==> src/rtl/muldiv_pkg.sv <==
// Shared constants and types for the iterative multiply/divide unit.
// Signed ops 10/11 are enabled by defining MULDIV_SIGNED_EN.
package muldiv_pkg;

   localparam int DATA_W = 32;
   localparam int ITER_N = 32;
   localparam int CNT_W  = 5;

   localparam logic [1:0] OP_MULTU = 2'b00;
   localparam logic [1:0] OP_DIVU  = 2'b01;
   localparam logic [1:0] OP_MULT  = 2'b10;
   localparam logic [1:0] OP_DIV   = 2'b11;

   typedef enum logic [1:0] {
      ST_IDLE = 2'b00,
      ST_CALC = 2'b01,
      ST_DONE = 2'b10
   } state_t;

endpackage

==> src/rtl/muldiv_if.sv <==
// Request/result bundle between a requester (master) and muldiv_unit (slave).
interface muldiv_if;
   import muldiv_pkg::*;

   logic              start;
   logic              flush;
   logic [1:0]        op;
   logic [DATA_W-1:0] a;
   logic [DATA_W-1:0] b;
   logic              busy;
   logic              done;
   logic              dz;
   logic [DATA_W-1:0] hi;
   logic [DATA_W-1:0] lo;

   modport master (
      output start, flush, op, a, b,
      input  busy, done, dz, hi, lo
   );

   modport slave (
      input  start, flush, op, a, b,
      output busy, done, dz, hi, lo
   );

endinterface

==> src/rtl/muldiv_core.sv <==
// One-bit-per-cycle datapath: 64-bit shift register, shared 33-bit add/subtract
// unit and iteration counter. r_nxt is the register value after the current step.
module muldiv_core
   import muldiv_pkg::*;
(
   input  logic                clk,
   input  logic                rst,
   input  logic                load,
   input  logic                calc_en,
   input  logic                is_div,
   input  logic [DATA_W-1:0]   a_mag,
   input  logic [DATA_W-1:0]   b_mag,
   output logic                last,
   output logic [2*DATA_W-1:0] r_nxt
);

   logic [CNT_W-1:0]    cnt_q;
   logic [2*DATA_W-1:0] r_q;
   logic [DATA_W-1:0]   m_q;
   logic [DATA_W:0]     au_a;
   logic [DATA_W:0]     au_b;
   logic [DATA_W+1:0]   au_sum;
   logic                div_ge;

   // Subtraction is a + ~b + 1; bit DATA_W+1 is then the no-borrow flag.
   always_comb begin
      if (is_div) begin
         au_a = r_q[2*DATA_W-1:DATA_W-1];
         au_b = ~{1'b0, m_q};
      end else begin
         au_a = {1'b0, r_q[2*DATA_W-1:DATA_W]};
         au_b = {1'b0, m_q};
      end
      au_sum = {1'b0, au_a} + {1'b0, au_b} + {{(DATA_W+1){1'b0}}, is_div};
      div_ge = au_sum[DATA_W+1];
   end

   always_comb begin
      if (is_div) begin
         if (div_ge)
            r_nxt = {au_sum[DATA_W-1:0], r_q[DATA_W-2:0], 1'b1};
         else
            r_nxt = {r_q[2*DATA_W-2:0], 1'b0};
      end else begin
         if (r_q[0])
            r_nxt = {au_sum[DATA_W:0], r_q[DATA_W-1:1]};
         else
            r_nxt = {1'b0, r_q[2*DATA_W-1:1]};
      end
   end

   assign last = (cnt_q == CNT_W'(ITER_N - 1));

   always_ff @(posedge clk or negedge rst) begin
      if (!rst)
         cnt_q <= '0;
      else if (load)
         cnt_q <= '0;
      else if (calc_en)
         cnt_q <= cnt_q + 1'b1;
   end

   always_ff @(posedge clk) begin
      if (load) begin
         r_q <= {{DATA_W{1'b0}}, a_mag};
         m_q <= b_mag;
      end else if (calc_en) begin
         r_q <= r_nxt;
      end
   end

endmodule

==> src/rtl/muldiv_unit.sv <==
// Multi-cycle multiply/divide unit: FSM, operand capture and HI/LO registers.
// Define MULDIV_SIGNED_EN to give ops 10/11 signed semantics.
module muldiv_unit
   import muldiv_pkg::*;
(
   input  logic     clk,
   input  logic     rst,
   muldiv_if.slave  bus
);

   state_t              state_q;
   state_t              state_d;
   logic                accept;
   logic                calc_en;
   logic                last;
   logic                wr_res;
   logic                is_div_q;
   logic                bz_q;
   logic                dz_q;
   logic [DATA_W-1:0]   a_q;
   logic [DATA_W-1:0]   a_mag;
   logic [DATA_W-1:0]   b_mag;
   logic [DATA_W-1:0]   base_hi;
   logic [DATA_W-1:0]   base_lo;
   logic [DATA_W-1:0]   hi_q;
   logic [DATA_W-1:0]   lo_q;
   logic [2*DATA_W-1:0] r_nxt;

   assign accept  = (state_q != ST_CALC) && bus.start && !bus.flush;
   assign calc_en = (state_q == ST_CALC) && !bus.flush;
   assign wr_res  = calc_en && last;

   always_ff @(posedge clk or negedge rst) begin
      if (!rst)
         state_q <= ST_IDLE;
      else
         state_q <= state_d;
   end

   always_comb begin
      state_d = state_q;
      case (state_q)
         ST_IDLE: if (bus.start) state_d = ST_CALC;
         ST_CALC: if (last)      state_d = ST_DONE;
         ST_DONE: state_d = bus.start ? ST_CALC : ST_IDLE;
         default: state_d = ST_IDLE;
      endcase
      if (bus.flush)
         state_d = ST_IDLE;
   end

   always_ff @(posedge clk) begin
      if (accept) begin
         is_div_q <= bus.op[0];
         a_q      <= bus.a;
         bz_q     <= (bus.b == '0);
      end
   end

`ifdef MULDIV_SIGNED_EN
   logic sgn_op;
   logic neg_quo_q;
   logic neg_rem_q;
   logic signed [DATA_W-1:0]   a_s;
   logic signed [DATA_W-1:0]   b_s;

   function automatic logic [DATA_W-1:0] abs_val(input logic signed [DATA_W-1:0] x);
      return x[DATA_W-1] ? DATA_W'(-x) : DATA_W'(x);
   endfunction

   function automatic logic [DATA_W-1:0] neg32(input logic [DATA_W-1:0] x);
      return ~x + 1'b1;
   endfunction

   function automatic logic [2*DATA_W-1:0] neg64(input logic [2*DATA_W-1:0] x);
      return ~x + 1'b1;
   endfunction

   assign sgn_op = bus.op[1];
   assign a_s    = bus.a;
   assign b_s    = bus.b;
   assign a_mag  = sgn_op ? abs_val(a_s) : bus.a;
   assign b_mag  = sgn_op ? abs_val(b_s) : bus.b;

   always_ff @(posedge clk) begin
      if (accept) begin
         neg_quo_q <= sgn_op && (bus.a[DATA_W-1] ^ bus.b[DATA_W-1]);
         neg_rem_q <= sgn_op && bus.a[DATA_W-1];
      end
   end

   // Magnitude result is re-signed here; the remainder follows the dividend.
   always_comb begin
      if (is_div_q) begin
         base_lo = neg_quo_q ? neg32(r_nxt[DATA_W-1:0]) : r_nxt[DATA_W-1:0];
         base_hi = neg_rem_q ? neg32(r_nxt[2*DATA_W-1:DATA_W]) : r_nxt[2*DATA_W-1:DATA_W];
      end else begin
         {base_hi, base_lo} = neg_quo_q ? neg64(r_nxt) : r_nxt;
      end
   end
`else
   assign a_mag   = bus.a;
   assign b_mag   = bus.b;
   assign base_hi = r_nxt[2*DATA_W-1:DATA_W];
   assign base_lo = r_nxt[DATA_W-1:0];
`endif

   muldiv_core u_core (
      .clk     (clk),
      .rst     (rst),
      .load    (accept),
      .calc_en (calc_en),
      .is_div  (is_div_q),
      .a_mag   (a_mag),
      .b_mag   (b_mag),
      .last    (last),
      .r_nxt   (r_nxt)
   );

   // HI/LO change only on the final CALC edge; divide-by-zero overrides the datapath.
   always_ff @(posedge clk or negedge rst) begin
      if (!rst) begin
         hi_q <= '0;
         lo_q <= '0;
         dz_q <= 1'b0;
      end else if (wr_res) begin
         if (is_div_q && bz_q) begin
            hi_q <= a_q;
            lo_q <= '1;
            dz_q <= 1'b1;
         end else begin
            hi_q <= base_hi;
            lo_q <= base_lo;
            dz_q <= 1'b0;
         end
      end
   end

   assign bus.busy = (state_q == ST_CALC);
   assign bus.done = (state_q == ST_DONE);
   assign bus.dz   = (state_q == ST_DONE) && dz_q;
   assign bus.hi   = hi_q;
   assign bus.lo   = lo_q;

endmodule

==> src/flat_wrapper.sv <==
// flat-port wrapper written by rule: the top's interface ports become plain ports
module muldiv_unit_flat import muldiv_pkg::*;
  (clk, rst, bus_start, bus_flush, bus_op, bus_a, bus_b, bus_busy, bus_done, bus_dz, bus_hi, bus_lo);
  muldiv_if bus_i ();
  input  logic clk;
  input  logic rst;
  input wire logic [$bits(bus_i.start)-1:0] bus_start;
  input wire logic [$bits(bus_i.flush)-1:0] bus_flush;
  input wire logic [$bits(bus_i.op)-1:0] bus_op;
  input wire logic [$bits(bus_i.a)-1:0] bus_a;
  input wire logic [$bits(bus_i.b)-1:0] bus_b;
  output wire logic [$bits(bus_i.busy)-1:0] bus_busy;
  output wire logic [$bits(bus_i.done)-1:0] bus_done;
  output wire logic [$bits(bus_i.dz)-1:0] bus_dz;
  output wire logic [$bits(bus_i.hi)-1:0] bus_hi;
  output wire logic [$bits(bus_i.lo)-1:0] bus_lo;
  assign bus_i.start = bus_start;
  assign bus_i.flush = bus_flush;
  assign bus_i.op = bus_op;
  assign bus_i.a = bus_a;
  assign bus_i.b = bus_b;
  assign bus_busy = bus_i.busy;
  assign bus_done = bus_i.done;
  assign bus_dz = bus_i.dz;
  assign bus_hi = bus_i.hi;
  assign bus_lo = bus_i.lo;
  muldiv_unit u_core (.clk(clk), .rst(rst), .bus(bus_i));
endmodule
==> config.mk <==
export PLATFORM = sky130hd
export DESIGN_NAME = muldiv_unit_flat
export DESIGN_NICKNAME = d
export VERILOG_FILES = /design/src/rtl/muldiv_pkg.sv /design/src/rtl/muldiv_if.sv /design/src/rtl/muldiv_core.sv /design/src/rtl/muldiv_unit.sv /design/src/flat_wrapper.sv
export SDC_FILE = /design/constraint.sdc
export NUM_CORES = 1
export LEC_CHECK = 0
export BUFFER_PORTS_ARGS = -buffer_cell sky130_fd_sc_hd__clkbuf_2
export CAP_MARGIN = 20
export CORE_AREA = 8 8 134 186
export CTS_CLUSTER_DIAMETER = 100
export DETAILED_ROUTE_END_ITERATION = 8
export DIE_AREA = 0 0 142 194
export PLACE_DENSITY_LB_ADDON = 0.2
export SYNTH_ARGS = -nofsm -noshare
export SYNTH_HDL_FRONTEND = slang
export SYNTH_HIERARCHICAL = 1
export SYNTH_SLANG_ARGS = --single-unit
==> constraint.sdc <==
create_clock -name clk -period 10.3 [get_ports clk]
set_input_delay 2.575 -clock clk [delete_from_list [all_inputs] [get_ports clk]]
set_output_delay 2.575 -clock clk [all_outputs]
set_load 0.1 [all_outputs]
==> results.json <==
{
  "num_rows": 65,
  "htree_levels": 1,
  "multi_input_area_sq_um": 6160,
  "syn_to_final_growth_pct": 13.0,
  "rsz0062_at_grt": "false",
  "clock_path_buffers": 3,
  "status": "finished, final reports clean",
  "synthArstFlopShare_pct": 35.6,
  "clkTransAtPathRegs_ps": 60,
  "power_mw": 2.57,
  "io-pin-count": 137,
  "coreArea_sq_um": 22200,
  "first_global_vias": 9925,
  "yosys.area.top_type_share_pct": 24.5,
  "cts_tree": "built",
  "grt_max_degree": 149,
  "power_density_nw_per_um2": 189,
  "grt_use_total_pct": 23.7,
  "root_buffer": "clkbuf_16",
  "initialDrtViolationCount": 743,
  "grt_pass1_wl_um": 52900,
  "place_hpwl_um": 23400,
  "drv_slew": 0,
  "vias": 9977,
  "crit_required_ps": 10640,
  "worst_path_max_delay_cell": "clkinv_1",
  "drc": 0,
  "die_w_um": 142,
  "design.die.area_sq_um": 27500,
  "place_inst": 1654,
  "layout_min_cycle_time_ps": 5450,
  "port_buffers": 135,
  "period_share_pct": 52.9,
  "synth_seq_cells": 202,
  "tightestPinTransition_ps": 961,
  "synthTopCellsByArea": "edfxtp_1 (24%), dfrtp_1 (15%), mux2_2 (7.4%)",
  "yosys.area.top_type": "edfxtp_1",
  "clock_latency_ps": 510,
  "start_util_pct": 54.2,
  "ys.flop_type": "edfxtp_1",
  "setup_viol_count_final": 0,
  "arrival_ps": 5790,
  "hold_buffers": 0,
  "hold_violations": 0,
  "via_per_inst": 5.89,
  "cts_resized": 0,
  "path_buf_inv": 2,
  "numCtsBuffers": 22,
  "path_delay_family": "simple AND/OR/NAND/NOR gates",
  "cpMostUsedCell": "nand2_1",
  "drtPass1Iterations": 5,
  "drt-total-wl_um": 33000,
  "synth_nets": 1393,
  "fin_skew_ps": 18.3,
  "grt_antenna_before_repair": 0,
  "stdcell_count": 1694,
  "die_y_um": 194,
  "synth_edf_count": 98,
  "syn_inst": 1289,
  "vdd_drop_max_mv": 0.149,
  "globalplace.congestion": 0.955,
  "postCtsSetupBuffers": 0,
  "power.leakage_nw": 5.83,
  "ys_warn_count": 6,
  "syn-cell-area_sq_um": 12000,
  "synth_seq_area_share_pct": 44.8,
  "max_freq_mhz": 183,
  "path_cells": "buf_12 > clkinv_1 > nand2_1 > nand2_1 > ha_1 > nand2_1 > nor2_1 > a211oi_4 > o211ai_2 > nand2_1 > nand3_2 > and2_1 > or3_1 > nand2_1 > a31oi_1",
  "slew_headroom_pct": 35.9,
  "clock-sinks": 202,
  "final_util_pct": 61.2,
  "grt_overflow_total": 0,
  "synth_cell_types": 76,
  "path_class": "flip-flop to flip-flop",
  "layout.nets": 1482,
  "wire_per_inst_um": 19.5,
  "critPathLaunchType": "flip-flop",
  "fin_tns_setup_ps": 0,
  "n_fill_cell": 1924,
  "hp-class": "flip-flop to flip-flop",
  "n_antenna_cell": 0,
  "drtAntennaViolNets": 0,
  "max-cap-violations": 0,
  "critPathCaptureType": "flip-flop",
  "slowest_delay_ps": 770,
  "cp_max_fo": 148,
  "drive_above_1_share_pct": 21.0,
  "synth_area_per_cell_sq_um": 9.33,
  "seq_area_sq_um": 5390
}
-- cell families (layout without fill, tap and decap cells) --
| family | count (synthesis) | in the layout | synth area share (%) |
|---|---|---|---|
| adders and majority gates | 34 | 34 | 3.60 |
| DFF | 202 | 202 | 44.8 |
| xor gates and xnor gates | 59 | 59 | 4.30 |
| AOI/OAI and AO/OA | 297 | 297 | 16.5 |
| and+or+nand+nor | 491 | 491 | 17.9 |
| buffers and inverters | 111 | 215 | 4.19 |
| muxes | 95 | 95 | 8.73 |
-- final timing paths --
path | end | slack (ps) | cells past startpoint | start
min in group asynchronous | u_core/bus.lo[3] | 2180 | 1 | rst
setup reg to reg | u_core/bus.hi[22] | 4850 | 15 | u_core/is_div_q
max in group asynchronous | u_core/bus.hi[20] | 7450 | 1 | rst
setup / recovery | u_core/bus.hi[22] | 4850 | 15 | u_core/is_div_q
hold reg to reg | u_core/u_core/r_q[42] | 500 | 2 | u_core/u_core/r_q[42]
hold / removal | u_core/u_core/r_q[42] | 500 | 2 | u_core/u_core/r_q[42]
-- registers in the layout, summed over array words and instances (netlist names) --
signal,flops
u_core/u_core/m_q,32
u_core/is_div_q,1
u_core/u_core/r_q,64
u_core/a_q,32
u_core/state_q,2
u_core/bus.lo,32
u_core/bus.hi,32
u_core/dz_q,1
u_core/bz_q,1
u_core/u_core/cnt_q,5
-- report_power, final --
group	total [mW]	switching [mW]	leakage [nW]	internal, mW
clock	0.835	0.327	0.372	0.507
sequential	0.950	0.0432	2.19	0.906
combinational	0.785	0.497	3.28	0.288
total	2.57	0.867	5.83	1.70
-- worst reg2reg max path, cell delays in order, from the launching register on --
cell and delay (ps):
edfxtp_1 370, buf_12 540, clkinv_1 870, nand2_1 280, nand2_1 120, ha_1 460
nand2_1 230, nor2_1 110, a211oi_4 340, o211ai_2 190, nand2_1 350, nand3_2 530
and2_1 340, or3_1 390, nand2_1 90, a31oi_1 80
-- cell usage after synthesis, drive strengths merged, types with 7 or more instances --
| cell | n |
|---|---|
| xnor2 | 20 |
| nor2 | 183 |
| mux2i | 16 |
| a211oi | 10 |
| a22oi | 9 |
| nand2 | 182 |
| inv | 27 |
| dfxtp | 32 |
| nor4 | 15 |
| a21o | 15 |
| a21oi | 82 |
| nand4 | 21 |
| a31oi | 42 |
| nand3 | 37 |
| xor2 | 39 |
| o21ai | 62 |
| mux2 | 79 |
| dfrtp | 72 |
| clkbuf | 36 |
| ha | 33 |
| o211ai | 7 |
| nor3 | 10 |
| edfxtp | 98 |
| and3 | 8 |
| or3 | 9 |
| a311oi | 21 |
| buf | 46 |
-- per-stage QoR --
stage | area (sq um) | setup WS [ps] | hold WS (ps)
final | 13600 | 4850 | 499
after detailed placement | 12800 | 4980 | 494
after CTS | 13600 | 4920 | 503
after floorplan | 12000 | 223 | 472
after global placement | 12800 | 5020 | 488
after global routing | 13600 | 4520 | 534
-- final cells by class --
| type | count | area share, % |
|---|---|---|
| Clock buffer | 29 | 4.63 |
| Clock inverter | 10 | 1.01 |
| Inverter | 29 | 0.801 |
| Multi-Input combinational cell | 976 | 45.3 |
| Sequential cell | 202 | 39.6 |
| Tap cell | 301 | 2.77 |
| Timing Repair Buffer | 147 | 5.89 |
-- cell usage in the layout (no fill, tap or decap), types with 5 or more instances in the layout --
cell type	netlist	routed
nor2_1	182	182
nand2_1	181	180
clkbuf_2	0	134
edfxtp_1	98	98
mux2_2	79	79
a21oi_1	78	78
dfrtp_1	72	72
o21ai_0	51	51
a31oi_1	42	42
xor2_1	39	39
nand3_1	34	34
ha_1	33	33
dfxtp_1	32	32
inv_1	27	27
clkbuf_16	0	24
nand4_1	21	21
xnor2_1	20	20
a311oi_1	20	20
mux2i_1	16	16
nor4_1	15	15
a21o_1	15	15
buf_4	7	11
o21ai_2	9	9
a22oi_1	9	9
a211oi_1	9	9
or3_1	9	9
and3_1	8	8
nor3_1	8	8
o21a_1	6	6
o211ai_1	6	6
and2_1	6	5
a41oi_1	5	5
-- per-layer routing --
layer / up-vias / global-route usage [%] / wire, um
li1: 4869 / - / -
met1: 4716 / 30.3 / 13900
met2: 337 / 39.3 / 16000
met3: 55 / 4.34 / 2060
met4: 0 / 8.50 / 1070
met5: - / 0 / 0
(Power assumes the default switching activity.)
